## src/rtl/fp_wb_arbiter_pkg.sv

```systemverilog
// Shared FP writeback types: FloPoCo result word, instruction id and class encoding.
package fp_wb_arbiter_pkg;

    localparam int FLOPOCO_W = 34;
    localparam int ID_W      = 4;

    typedef logic [FLOPOCO_W-1:0] flopoco_t;
    typedef logic [ID_W-1:0]      id_t;

    // Top two bits of a FloPoCo word: 00 zero, 01 normal, 10 inf, 11 NaN.
    localparam logic [1:0] FP_CLASS_NORMAL = 2'b01;

    function automatic logic is_special(input flopoco_t v);
        return v[FLOPOCO_W-1:FLOPOCO_W-2] != FP_CLASS_NORMAL;
    endfunction

endpackage

```

## src/rtl/fp_wb_arbiter_rr_grant.sv

```systemverilog
// Round-robin selector: first set request at or after ptr, searching upward modulo N.
// Latency: combinational.
// Backpressure: none; the caller decides whether the grant is used.
module rr_grant #(
    parameter int N     = 2,
    parameter int PTR_W = 1
) (
    input  logic [N-1:0]     req,
    input  logic [PTR_W-1:0] ptr,
    output logic [N-1:0]     grant,
    output logic [PTR_W-1:0] idx
);

    logic [PTR_W-1:0] cand;
    logic             found;

    always_comb begin
        grant = '0;
        idx   = '0;
        cand  = '0;
        found = 1'b0;
        for (int i = 0; i < N; i++) begin
            cand = PTR_W'((int'(ptr) + i) % N);
            if (!found && req[cand]) begin
                grant[cand] = 1'b1;
                idx         = cand;
                found       = 1'b1;
            end
        end
    end

endmodule

```

## src/rtl/fp_wb_arbiter.sv

```systemverilog
// Arbitrates FP unit results into a single registered commit slot for the FP regfile write port.
// Latency: 1 cycle from unit_ack to commit_valid; 1 result/cycle with commit_ready held high.
// Backpressure: while a held result is not accepted, unit_ack stays zero and the payload is frozen.
module fp_wb_arbiter
    import fp_wb_arbiter_pkg::*;
#(
    parameter int NUM_UNITS = 2,
    parameter int COUNT_W   = 32
) (
    input  logic                      clk,
    input  logic                      rst,
    input  logic [NUM_UNITS-1:0]      unit_done,
    input  flopoco_t [NUM_UNITS-1:0]  unit_rd,
    input  id_t [NUM_UNITS-1:0]       unit_id,
    output logic [NUM_UNITS-1:0]      unit_ack,
    output logic                      commit_valid,
    input  logic                      commit_ready,
    output flopoco_t                  commit_rd,
    output id_t                       commit_id,
    output logic                      commit_special,
    output logic [COUNT_W-1:0]        commit_count
);

    localparam int PTR_W = $clog2(NUM_UNITS);

    logic [PTR_W-1:0]     ptr;
    logic [PTR_W-1:0]     grant_idx;
    logic [NUM_UNITS-1:0] grant;
    logic                 load;

    rr_grant #(
        .N     (NUM_UNITS),
        .PTR_W (PTR_W)
    ) u_rr_grant (
        .req   (unit_done),
        .ptr   (ptr),
        .grant (grant),
        .idx   (grant_idx)
    );

    assign load = !commit_valid || commit_ready;

    // Gated by rst so no unit sees an ack (and drops its result) while we are in reset.
    assign unit_ack = (rst && load) ? grant : '0;

    always_ff @(posedge clk or negedge rst) begin
        if (!rst) begin
            commit_valid   <= 1'b0;
            commit_rd      <= '0;
            commit_id      <= '0;
            commit_special <= 1'b0;
            commit_count   <= '0;
            ptr            <= '0;
        end else begin
            if (commit_valid && commit_ready) begin
                commit_count <= commit_count + COUNT_W'(1);
            end
            if (load) begin
                if (|unit_done) begin
                    commit_valid   <= 1'b1;
                    commit_rd      <= unit_rd[grant_idx];
                    commit_id      <= unit_id[grant_idx];
                    commit_special <= is_special(unit_rd[grant_idx]);
                    ptr            <= (grant_idx == PTR_W'(NUM_UNITS - 1)) ? '0
                                                                           : grant_idx + PTR_W'(1);
                end else begin
                    commit_valid <= 1'b0;
                end
            end
        end
    end

endmodule

```

## config.mk

```make
export PLATFORM = sky130hd
export DESIGN_NAME = fp_wb_arbiter
export DESIGN_NICKNAME = d
export VERILOG_FILES = /design/src/rtl/fp_wb_arbiter_pkg.sv /design/src/rtl/fp_wb_arbiter_rr_grant.sv /design/src/rtl/fp_wb_arbiter.sv
export SDC_FILE = /design/constraint.sdc
export NUM_CORES = 1
export LEC_CHECK = 0
export CAP_MARGIN = 30
export CORE_UTILIZATION = 39
export CTS_BUF_LIST = sky130_fd_sc_hd__clkbuf_4
export CTS_CLUSTER_DIAMETER = 80
export DETAILED_ROUTE_END_ITERATION = 12
export GPL_ROUTABILITY_DRIVEN = 0
export PLACE_DENSITY_LB_ADDON = 0.3
export SYNTH_ARGS = -nofsm -noshare
export SYNTH_HDL_FRONTEND = slang
export SYNTH_SLANG_ARGS = --single-unit
```

## constraint.sdc

```tcl
create_clock -name clk -period 1.6 [get_ports clk]
set_input_delay 0.24 -clock clk [delete_from_list [all_inputs] [get_ports clk]]
set_output_delay 0.24 -clock clk [all_outputs]
set_load 0.01 [all_outputs]
```

==> results_dict.tcl <==
set metrics [dict create \
    clock-sinks 73 \
    layout.nets 601 \
    fin_crit_ps 1640 \
    period_share_pct 102 \
    max_freq_mhz 611 \
    final_cell_mix "79 x clkdlybuf4s50_1, 72 x dfrtp_1, 57 x buf_4" \
    grt_max_degree 74 \
    cp_top_family "simple AND/OR/NAND/NOR gates" \
    clk_latency_ps 410 \
    stdcell_area_sq_um 5750 \
    fin_ws_ps -37.8 \
    yosys_warnings 0 \
    cpPeakStageDelay_ps 390 \
    status "finished with violations" \
    r2r_end "commit_count[29]" \
    drt-initial-drc-count 72 \
    crit_type "reg -> reg" \
    core_area_sq_um 8340 \
    antenna_found_initial 0 \
    hp-class "in -> async" \
    cts_made_buffers 9 \
    setup_viol 3 \
    first_global_vias 3047 \
    vias 3051 \
    total_power_mw 4.74 \
    dp_hpwl_mm 6.54 \
    fp.dieW_um 95.6 \
    cts_tree "yes" \
    finalNonFillerCells 629 \
    ff_latch_area_sq_um 1830 \
    nFillCells 629 \
    relSlewSlack_pct 38.5 \
    crit_chain "buf_4, and4_1, nand4_4, buf_6, nor4_4, xor2_1" \
    hold_ws_ps 51.4 \
    finalMaxSlewViolations 0 \
    rsz0062_at_grt "yes" \
    grt_first_pass_wirelength_mm 14.4 \
    ant_nets 0 \
    area_delta_synth_final_pct 68.6 \
    crit_path_start_kind "flop" \
    ir_drop_uv 402 \
    crit_path_end_kind "flop" \
    cts-root-buf "clkbuf_4" \
    syn_inst 310 \
    cts_max_level 3 \
    worstMarginPinSlew_ps 922 \
    grt_remaining_overflow 0 \
    violations "negative setup slack" \
    io_buffers 154 \
    fin_setup_tns_ps -79.2 \
    syn_area_per_cell_sq_um 11.0 \
    p_leak_nw 3.13 \
    worst-r2r-setup-slack_ps -40 \
    arrival_ps 1980 \
    r2r.worst_path.cells 6 \
    wl_per_cell_um 14.5 \
    antenna_cells 0 \
    worstPathMaxFanout 9 \
    drt-vias-per-instance 4.85 \
    reg2reg_from "commit_valid" \
    hold_viol_final 0 \
    power.density_nw_per_um2 824 \
    max_cap_viol_count 0 \
    drc 0 \
    cp.buffers_inverters 2 \
    placed_area_sq_um 5310 \
    synth_area_leaders "dfrtp_1 54%, mux2i_1 11%, a21oi_1 5.6%, nor2_1 5.1%, xor2_1 4.9%" \
    initial_core_util_pct 40.9 \
    multi_input_area_sq_um 1580 \
    synth_area_leader_cell "dfrtp_1" \
    drive_above_1_share_pct 20.2 \
    io_pins 155 \
    clock_path_buffers 2 \
    slowest_stage "dfrtp_1" \
    finalClockSkew_ps 13.0 \
    yosysSeqAreaShare_pct 53.5 \
    critPathRequiredTime_ps 1940 \
    wirelength_mm 9.13 \
    path_clk_slew_ps 120 \
    synth_nets 392 \
    rows 33 \
    place_inst 590 \
    hold_buffers 0 \
    syn_area_sq_um 3410 \
    synth_top_area_share_pct 53.5 \
    firstDrtPassIters 7 \
    track_usage_pct 20.9 \
    yosys.cell_types.count 36 \
    ys_ff_latch 73 \
    die_area_sq_um 9130 \
    mostFrequentLayoutCell "clkdlybuf4s50_1" \
    die_height_um 95.6 \
]
## worst register-to-register path, delay by kind of cell, from the launching register on
family | cells | cell delay [ps]
simple gates | 3 | 700
flops | 1 | 390
buf+inv | 2 | 320
xor+xnor | 1 | 170
## metrics by stage
stage                     util, %  setup slack, ps
after floorplan                 -             39.1
after CTS                    66.5            -5.06
after detailed placement     63.7             -362
final                        69.0            -37.8
after global routing         69.0             -129
after global placement       63.7             -375
## metal layers
metal  global-route usage, %  share of wire (%)  up-vias
li1                        -                  -     1490
met1                    23.7                 39     1439
met2                    36.0                 51      111
met3                    7.10                8.2       11
met4                    8.58                1.5        0
met5                       0                  0        -
## cells by family after synthesis
logic type / synth area share [%]
flops: 53.5
simple gates: 16.8
compound gates: 6.41
fa+ha+maj: 0.367
buf+inv: 3.15
xor+xnor: 7.95
mux: 11.8
## state kept, by name, indices dropped and copies added (netlist names)
name            cells
commit_count       32
commit_id           4
commit_rd          34
commit_special      1
commit_valid        1
ptr                 1
## worst max-delay path by stage
stage	from	endpoint	slack, ps	cells past startpoint
2_1_floorplan	commit_count[0]	commit_count[30]	40	6
3_3_place_gp	commit_ready	unit_ack[0]	-380	5
3_5_place_dp	commit_ready	unit_ack[0]	-360	5
4_1_cts	commit_valid	unit_ack[0]	-5	4
5_1_grt	commit_valid	commit_count[23]	-130	6
6_report	commit_valid	commit_count[29]	-40	6
## area by class of cell
class,instances,area share [%]
flip-flops and latches,73,31.8
clock inverters,5,0.391
well taps,105,2.28
clock buffers,11,1.44
multi-input cells,216,27.5
repair buffers,214,36.3
inverters,5,0.326
## power by group
part	leakage [nW]	switching, mW	internal [mW]
Clock	0.0655	0.630	0.338
Combinational	2.19	0.663	0.887
Sequential	0.871	0.137	2.08
## cells in the mapped netlist
cell,number
nand4_4,1
buf_6,2
o21ai_1,1
a211oi_1,1
nand2b_1,1
a31o_2,1
ha_1,1
a21oi_1,38
and3_1,3
nand3_2,1
nand4_2,1
nand3b_1,1
inv_1,5
buf_2,8
nor2_1,46
dfrtp_1,73
nand4_1,4
nor3b_1,1
xor2_1,19
nand2_1,14
clkbuf_1,5
nor4_1,2
buf_4,1
or3b_2,1
and2_1,1
and4_4,1
nor4_4,3
mux2i_1,38
and4_1,4
o21a_1,1
nor2b_1,1
nor4_2,2
mux2_2,2
nand3_1,7
xnor2_1,12
nor3_1,7
## what timing repair did
action	CTS	global route
pin swaps	1	5
setup endpoints to repair	49	59
gates resized for setup	45	57
gates cloned	0	0
buffers inserted	20	3
(Power assumes the default switching activity.)
